File: src/rtl/dram_arbiter.sv
// dram_arbiter: shares one single-port synchronous data RAM between the bcpu data port (0)
// and the loader/debug master (1). Define DRAM_ARB_RR_EN for round-robin, else port 0 has fixed priority.
module dram_arbiter #(
    parameter int DATA_W   = 32,
    parameter int ADDR_W   = 32,
    parameter int LOCK_MAX = 4
) (
    input  logic                clk,
    input  logic                rst,
    input  logic                req0_valid,
    output logic                req0_ready,
    input  logic                req0_we,
    input  logic [DATA_W/8-1:0] req0_be,
    input  logic [ADDR_W-1:0]   req0_addr,
    input  logic [DATA_W-1:0]   req0_wdata,
    input  logic                req0_lock,
    output logic                rsp0_valid,
    output logic [DATA_W-1:0]   rsp0_rdata,
    input  logic                req1_valid,
    output logic                req1_ready,
    input  logic                req1_we,
    input  logic [DATA_W/8-1:0] req1_be,
    input  logic [ADDR_W-1:0]   req1_addr,
    input  logic [DATA_W-1:0]   req1_wdata,
    input  logic                req1_lock,
    output logic                rsp1_valid,
    output logic [DATA_W-1:0]   rsp1_rdata,
    output logic                mem_en,
    output logic                mem_we,
    output logic [DATA_W/8-1:0] mem_be,
    output logic [ADDR_W-1:0]   mem_addr,
    output logic [DATA_W-1:0]   mem_wdata,
    input  logic [DATA_W-1:0]   mem_rdata
);
    localparam logic [3:0] LOCK_MAX_C = 4'(LOCK_MAX);

    typedef enum logic [1:0] {IDLE, LOCK0, LOCK1} state_t;

    state_t     state, state_next;
    logic       last_grant, last_grant_next;
    logic [3:0] lock_cnt, lock_cnt_next, cnt_inc;
    logic       rd_pend, rd_pend_next;
    logic       rd_tag, rd_tag_next;
    logic       gnt0, gnt1, accept, acc_lock;

    // NOTE: every signal written in an always_comb gets a default first, so no path can infer a latch.
    always_comb begin
        gnt0 = 1'b0;
        gnt1 = 1'b0;
        if (rst) begin
            unique case (state)
                IDLE: begin
                    if (req0_valid && req1_valid) begin
`ifdef DRAM_ARB_RR_EN
                        gnt0 = last_grant;
                        gnt1 = !last_grant;
`else
                        gnt0 = 1'b1;
`endif
                    end else begin
                        gnt0 = req0_valid;
                        gnt1 = req1_valid;
                    end
                end
                LOCK0:   gnt0 = req0_valid;
                LOCK1:   gnt1 = req1_valid;
                default: ;
            endcase
        end
    end

    assign req0_ready = gnt0;
    assign req1_ready = gnt1;
    assign accept     = gnt0 | gnt1;
    assign acc_lock   = gnt1 ? req1_lock : req0_lock;

    always_comb begin
        mem_en    = accept;
        mem_we    = 1'b0;
        mem_be    = '0;
        mem_addr  = '0;
        mem_wdata = '0;
        if (gnt1) begin
            mem_we    = req1_we;
            mem_be    = req1_be;
            mem_addr  = req1_addr;
            mem_wdata = req1_wdata;
        end else if (gnt0) begin
            mem_we    = req0_we;
            mem_be    = req0_be;
            mem_addr  = req0_addr;
            mem_wdata = req0_wdata;
        end
    end

    always_comb begin
        state_next      = state;
        lock_cnt_next   = lock_cnt;
        last_grant_next = last_grant;
        rd_pend_next    = accept && !mem_we;
        rd_tag_next     = gnt1;
        cnt_inc         = lock_cnt + 4'd1;
        if (accept) begin
            last_grant_next = gnt1;
            if (state == IDLE) begin
                // A single-beat lock budget releases on the same beat that would take it.
                if (acc_lock && LOCK_MAX > 1) begin
                    state_next    = gnt1 ? LOCK1 : LOCK0;
                    lock_cnt_next = 4'd1;
                end
            end else if (!acc_lock || cnt_inc >= LOCK_MAX_C) begin
                state_next    = IDLE;
                lock_cnt_next = '0;
            end else begin
                lock_cnt_next = cnt_inc;
            end
        end
    end

    // NOTE: sequential state uses non-blocking assignments so every register samples pre-edge values.
    always_ff @(posedge clk or negedge rst) begin
        if (!rst) begin
            state      <= IDLE;
            last_grant <= 1'b1;
            lock_cnt   <= '0;
            rd_pend    <= 1'b0;
            rd_tag     <= 1'b0;
        end else begin
            state      <= state_next;
            last_grant <= last_grant_next;
            lock_cnt   <= lock_cnt_next;
            rd_pend    <= rd_pend_next;
            rd_tag     <= rd_tag_next;
        end
    end

    // RAM data arrives one cycle after the read; the registered tag steers it to the issuer.
    assign rsp0_valid = rd_pend && !rd_tag;
    assign rsp1_valid = rd_pend && rd_tag;
    assign rsp0_rdata = rsp0_valid ? mem_rdata : '0;
    assign rsp1_rdata = rsp1_valid ? mem_rdata : '0;
endmodule

File: config.mk
export PLATFORM = sky130hd
export DESIGN_NAME = dram_arbiter
export DESIGN_NICKNAME = d
export VERILOG_FILES = /design/src/rtl/dram_arbiter.sv
export SDC_FILE = /design/constraint.sdc
export NUM_CORES = 1
export LEC_CHECK = 0
export ABC_AREA = 1
export CAP_MARGIN = 20
export CORE_AREA = 5 5 119 121
export CTS_CLUSTER_DIAMETER = 30
export DETAILED_ROUTE_END_ITERATION = 8
export DIE_AREA = 0 0 124 126
export SLEW_MARGIN = 20
export SYNTH_ARGS = -nofsm -noshare
export SYNTH_HDL_FRONTEND = slang
export SYNTH_SLANG_ARGS = --single-unit
export TNS_END_PERCENT = 5
File: constraint.sdc
create_clock -name clk -period 3.8 [get_ports clk]
set_input_delay 0.38 -clock clk [delete_from_list [all_inputs] [get_ports clk]]
set_output_delay 0.38 -clock clk [all_outputs]
set_load 0.01 [all_outputs]
# Word-level counts from Yosys, hierarchy flattened
# Cells that the tools add are included.
[op_classes]
addsub = 1
multipliers = 0
div = 0
magnitude_cmp = 1
eq_ne = 3
n_shift = 0
n_mux = 24
bitwise_logic = 1
n_reduce_logical = 12
[ops]
columns = ["cell", "n"]
rows = [
  ["32-bit two-way mux", 6],
  ["4-bit two-way mux", 5],
  ["2-bit two-way mux", 4],
  ["1-bit two-way mux", 7],
  ["4-bit by 1-bit adder with 4-bit output (second input constant)", 1],
  ["4-bit by 3-bit greater-or-equal comparator with 1-bit output (second input constant)", 1],
  ["1-bit logical AND", 4],
  ["1-bit one-hot mux with 2 select lines", 2],
  ["1-bit zero test", 3],
  ["3-bit AND reduction", 1],
  ["2-bit by 1-bit equality test with 1-bit output (second input constant)", 1],
  ["2-bit equality test (second input constant)", 1],
  ["2-bit zero test", 1],
  ["2-bit inequality test (second input constant)", 1],
  ["2-bit AND reduction", 1],
  ["2-bit nonzero test", 1],
  ["1-bit logical OR", 1],
  ["1-bit bitwise OR", 1],
]
[totals]
ff_bits = 8
latch_bits = 0
mem_bits_rw = 0
romBits = 0
in_bits = 176
out_inout_bits = 138
word_cells = 46
mem_count = 0

# Longest topological paths before layout
[depth]
word_depth = 9
depth_mapped = 9
depth_no_buf = 9

# Worst setup path before layout
# No wires, ideal clock.
[synth_path]
path_kind = "reg2out"
start = "reg rd_tag"
end = "out rsp0_rdata[10]"
t_arrival_ns = 1.076
required_ns = 3.420
path_slack_ns = 2.344
stages_incl_launch_ff = 5
path_buffers = 1
path_cell_list = "dfrtp_1 nor2_1 inv_1 clkbuf_1 nor2_1"
[synth_between]
elab_chain_len = 3
[synth_rtl]
columns = ["element", "line", "source"]
rows = [
  ["start: declaration", "43", "logic rd_tag, rd_tag_next;"],
  ["start signal: assignment", "133", "rd_tag <= rd_tag_next;"],
  ["1-bit zero test", "138", "assign rsp0_valid = rd_pend && !rd_tag;"],
  ["1-bit logical AND", "138", ""],
  ["via rsp0_valid", "17", "output logic rsp0_valid,"],
  ["32-bit two-way mux", "140", "assign rsp0_rdata = rsp0_valid ? mem_rdata : '0;"],
  ["end: declaration", "18", "output logic [DATA_W-1:0] rsp0_rdata,"],
]
# The timed path passes the listed nets, and every way through them passes these cells.

# Worst setup path after layout
[layout_path]
start = "in rst"
end = "out mem_addr[29]"
[layout_between]
elab_chain_len = 3
word_cells_on_any_way = 4
classes_between = "mux (4)"
[layout_rtl]
columns = ["element", "line", "source"]
rows = [
  ["start: declaration", "9", "input logic rst,"],
  ["1-bit two-way mux", "50", "if (rst) begin"],
  ["32-bit two-way mux", "88", "end else if (gnt0) begin"],
  ["32-bit two-way mux (*)", "83", "if (gnt1) begin"],
  ["end: declaration", "31", "output logic [ADDR_W-1:0] mem_addr,"],
]
# Every way passes the cells marked *; elsewhere a longest branch is shown, timed or not.

==> results <==
- In the final layout, the share of cells above drive strength 1 is 3.84%.
- The floorplan step set the die width to 124 um.
- The endpoint identified for the worst register-to-register timing path is rd_pend$_DFF_PN0_.
- The class of the worst hold path is input pin to async pin.
- The number of design rule violations left after detail routing is 0.
- The final worst-path cycle share is 82.6%.
- The per-cell routed wire length is 18.8 um.
- Traced cell by cell, the critical path runs through clkdlybuf4s50_1 -> nand2_1 -> inv_2 -> nand3_4 -> inv_4 -> buf_4 -> a22o_1 -> clkdlybuf4s50_1.
- The post-CTS clock slew at the launch and capture registers of the worst setup and hold paths is 0.04 ns.
- The number of levels the H-tree was split into is 1.
- The post-synthesis xor/xnor area fraction is 0.562%.
- During synthesis, Yosys emitted a total of 0 warnings.
- The detailed router placed 3,037 vias in this run.
- For this configuration, the core starts out at a cell density of 12.0%.
- Summing all multi-input logic gate instances after layout gives 1070 sq um.
- The setup slack on the worst flop-to-flop path is 2.29 ns.
- The pre-antenna-repair detailed-routing pass consisted of 4 iterations.
- The repair_antennas step left the layout with diodes totalling 0.
- The maximum buffer depth of the clock tree is 2.
- The number of standard-cell rows in the floorplan is 42.
- The peak clock frequency supported by timing is 318 MHz.
- The core region is 13,000 sq um.
- The largest stage delay on the critical path is 0.76 ns.
- Measured in cells, the most critical reg-to-reg path has a length of 6.
- Counting every instance in the synthesized netlist gives 247.
- The top-level port count is 314.
- The number of antenna violations at the first check in global routing is 2.
- The insertion delay to the later sink of the worst-skew pair is 0.23 ns.
- Summed over all nets, the switching power comes to 409 uW.
- The HPWL after detailed placement is 11.7 mm.
- The register bit total from synthesis is 8.
- The placer congestion estimate is 0.992.
- The simple-gate portion of the synthesized area is 27.8%.
- The run finished with clean final reports.
- The count of nets left with antenna violations once routing finished came out at 0.
- In this run switching power makes up 36.1% of total power.
- The minimum period implied by the final worst setup slack is 3.14 ns.
- Together, buffers and inverters on the worst path number 5.
- The clock net sink count is 8.
- The post-CTS resize count is 0.
- In the layout the commonest cells are 313 x sky130_fd_sc_hd__clkdlybuf4s50_1, 71 x sky130_fd_sc_hd__nor2_1, 69 x sky130_fd_sc_hd__a22o_1.
- From bottom edge to top edge, the die measures 126 um.
- The post-synthesis to final-layout area growth is 216%.
- The via count of the first global-routing pass is 3,136.
- The number of buffers inserted to repair setup after CTS is 0.
- The final layout net count is 726.
- The worst register-to-register path begins at state[1]$_DFFE_PN0P_.
- Yosys mapped the design onto 20 distinct sky130hd cell types.
- A synthesized cell averages 6.31 sq um.
- The power density over the cells is 230 nW/um^2.
- STA puts the critical path data required time at 3.42 ns.
- At the pin with the least slew margin, the transition time is 0.933 ns.
- The storage element area is 200 sq um.
- Setup violations remaining at the end of the flow were counted as 0.
- The fraction of synthesized area in multiplexers is 0%.
- The library cell contributing the largest single delay on the critical path is sky130_fd_sc_hd__clkdlybuf4s50_1.
- Data on the critical path arrives at its endpoint at 2.76 ns.
- Entering global routing, the biggest net connects 48 pins.
- The first global-routing pass estimated 18.8 mm of wire.
- The number of fill cells is 1,344.
- The clock root buffer is sky130_fd_sc_hd__clkbuf_16.
- The die area is 15,600 sq um.
- The detailed router finished its first iteration with 108 violations.
- The routed wire length is 13.6 mm.
- The count of placed standard cells including taps is 720.
- For this run the aggregate overflow at the end of global routing stands at 0.
- Setup repair after global routing left no endpoint under its margin.
- In this run the cell area of the synthesized design comes to 1560 sq um.
- In this run, flip-flops and latches consume 11.1% of the power.
- The max-slew violation count is 0.
- The CTS tree is done.
- After routing, the total negative slack on setup checks comes to 0 ns.
- The area fraction in compound gates after synthesis is 39.4%.
- The net count of the mapped netlist is 424.
- The post-synthesis adder-cell area fraction is 0.803%.
- The clock power share is 15.5%.
- The max-slew headroom at the worst pin is 37.8%.
- In this run the worst path has a maximum fanout of 31.
- Summed over all cells, the static leakage comes to 2.06 nW.
- After synthesis, the largest family of logic cells by area is compound AO/OA/AOI/OAI gates.
- The type of the setup path with the least slack is input pin to primary output.
- Leaving out fill and tap cells, the most frequent cell in the layout is sky130_fd_sc_hd__clkdlybuf4s50_1.
- The internal power of the cells totals 723 uW.
- Among the stages of the critical path, the cell type that occurs most often is sky130_fd_sc_hd__clkdlybuf4s50_1.
- The overall global routing resource usage is 15.6%.
- The detail-routed via count per cell is 4.20.
- Excluding fillers, the count of instances in the completed layout stands at 723.
- The number of endpoints with negative hold slack in the final report is 0.
- The kind of start point of the critical path is an input pin.
- The number of buffers inserted by port buffering is 313.
- After clock tree synthesis, the flow added hold-fix buffers numbering 0.
- The cell family with the largest share of critical-path delay is buffers and inverters.
- The clock tree skew after final layout is 0.000351 ns.
- The proportion of synthesized chip area in sequential cells is 12.9%.
- The part of the total power dissipated in combinational logic is 73.5%.
- The worst-case IR drop observed on VDD is 161 uV.
- TritonCTS created 3 clock buffers.
- Across the run, the number of max-cap violations was 0.
- The nature of the critical path endpoint is a primary output.
-- cells by family after synthesis --
kind of cell | after synthesis
flip-flops | 8
XOR/XNOR | 1
buffers and inverters | 66
AO/OA/AOI/OAI | 71
AND/OR/NAND/NOR | 100
adder cells (fa/ha/maj) | 1
-- state kept, by name, indices dropped and copies added (netlist names) --
name	cells
lock_cnt	4
rd_pend	1
rd_tag	1
state	2
-- cell usage after synthesis (all sizes together) --
cell type  number  area share [%]
xor2            1            0.56
nand4           4             1.6
dfrtp           8              13
nor2           71              17
clkbuf          6             1.4
inv            46              11
nand2          19             5.4
buf            14             5.9
a22o           69              39
nand3           6             3.7
ha              1            0.80
o21ai           1            0.32
a21oi           1            0.32
-- metal layers --
layer | track usage, % | vias to the layer above | part of all wire, %
li1 | - | 1437 | -
met1 | 17.9 | 1364 | 36
met2 | 26.7 | 216 | 47
met3 | 7.40 | 16 | 16
met4 | 2.84 | 4 | 1.5
met5 | 0 | - | 0.25
-- power groups by stage --
stage          clock network [mW]  registers, mW  logic (mW)
6_report                    0.175          0.125       0.831
5_1_grt                     0.183          0.128       0.899
2_1_floorplan                   0          0.121       0.330
4_1_cts                     0.178          0.125       0.843
3_5_place_dp                    0          0.125       0.836
3_3_place_gp                    0          0.125       0.834
-- worst max-delay path by stage --
stage | start | endpoint | slack, ns | cells past startpoint
2_1_floorplan | rd_tag$_DFF_PN0_ | rsp0_rdata[10] | 2.34 | 4
3_3_place_gp | rst | mem_addr[31] | 0.64 | 8
3_5_place_dp | rst | mem_addr[31] | 0.60 | 8
4_1_cts | rst | mem_addr[31] | 0.57 | 8
5_1_grt | rst | mem_addr[31] | 0.44 | 8
6_report | rst | mem_addr[29] | 0.66 | 8
-- cell type report --
cell class	count	area share (%)
Clock buffer	3	1.53
Tap cell	176	4.48
Multi-Input combinational cell	173	21.8
Timing Repair Buffer	317	64.6
Inverter	46	3.56
Sequential cell	8	4.07
-- metrics by stage --
stage / cell area [sq um] / utilization (%) / worst slack, ns / power, mW / hold slack (ns)
6_report: 4920 / 37.9 / 0.660 / 1.13 / 0.481
5_1_grt: 4920 / 37.9 / 0.443 / 1.21 / 0.519
4_1_cts: 4910 / 37.9 / 0.575 / 1.15 / 0.495
3_5_place_dp: 4840 / 37.3 / 0.599 / 0.961 / 0.499
3_3_place_gp: 4840 / 37.3 / 0.636 / 0.958 / 0.502
2_1_floorplan: 1560 / - / 2.34 / 0.451 / 0.0844
(Power assumes the default switching activity.)
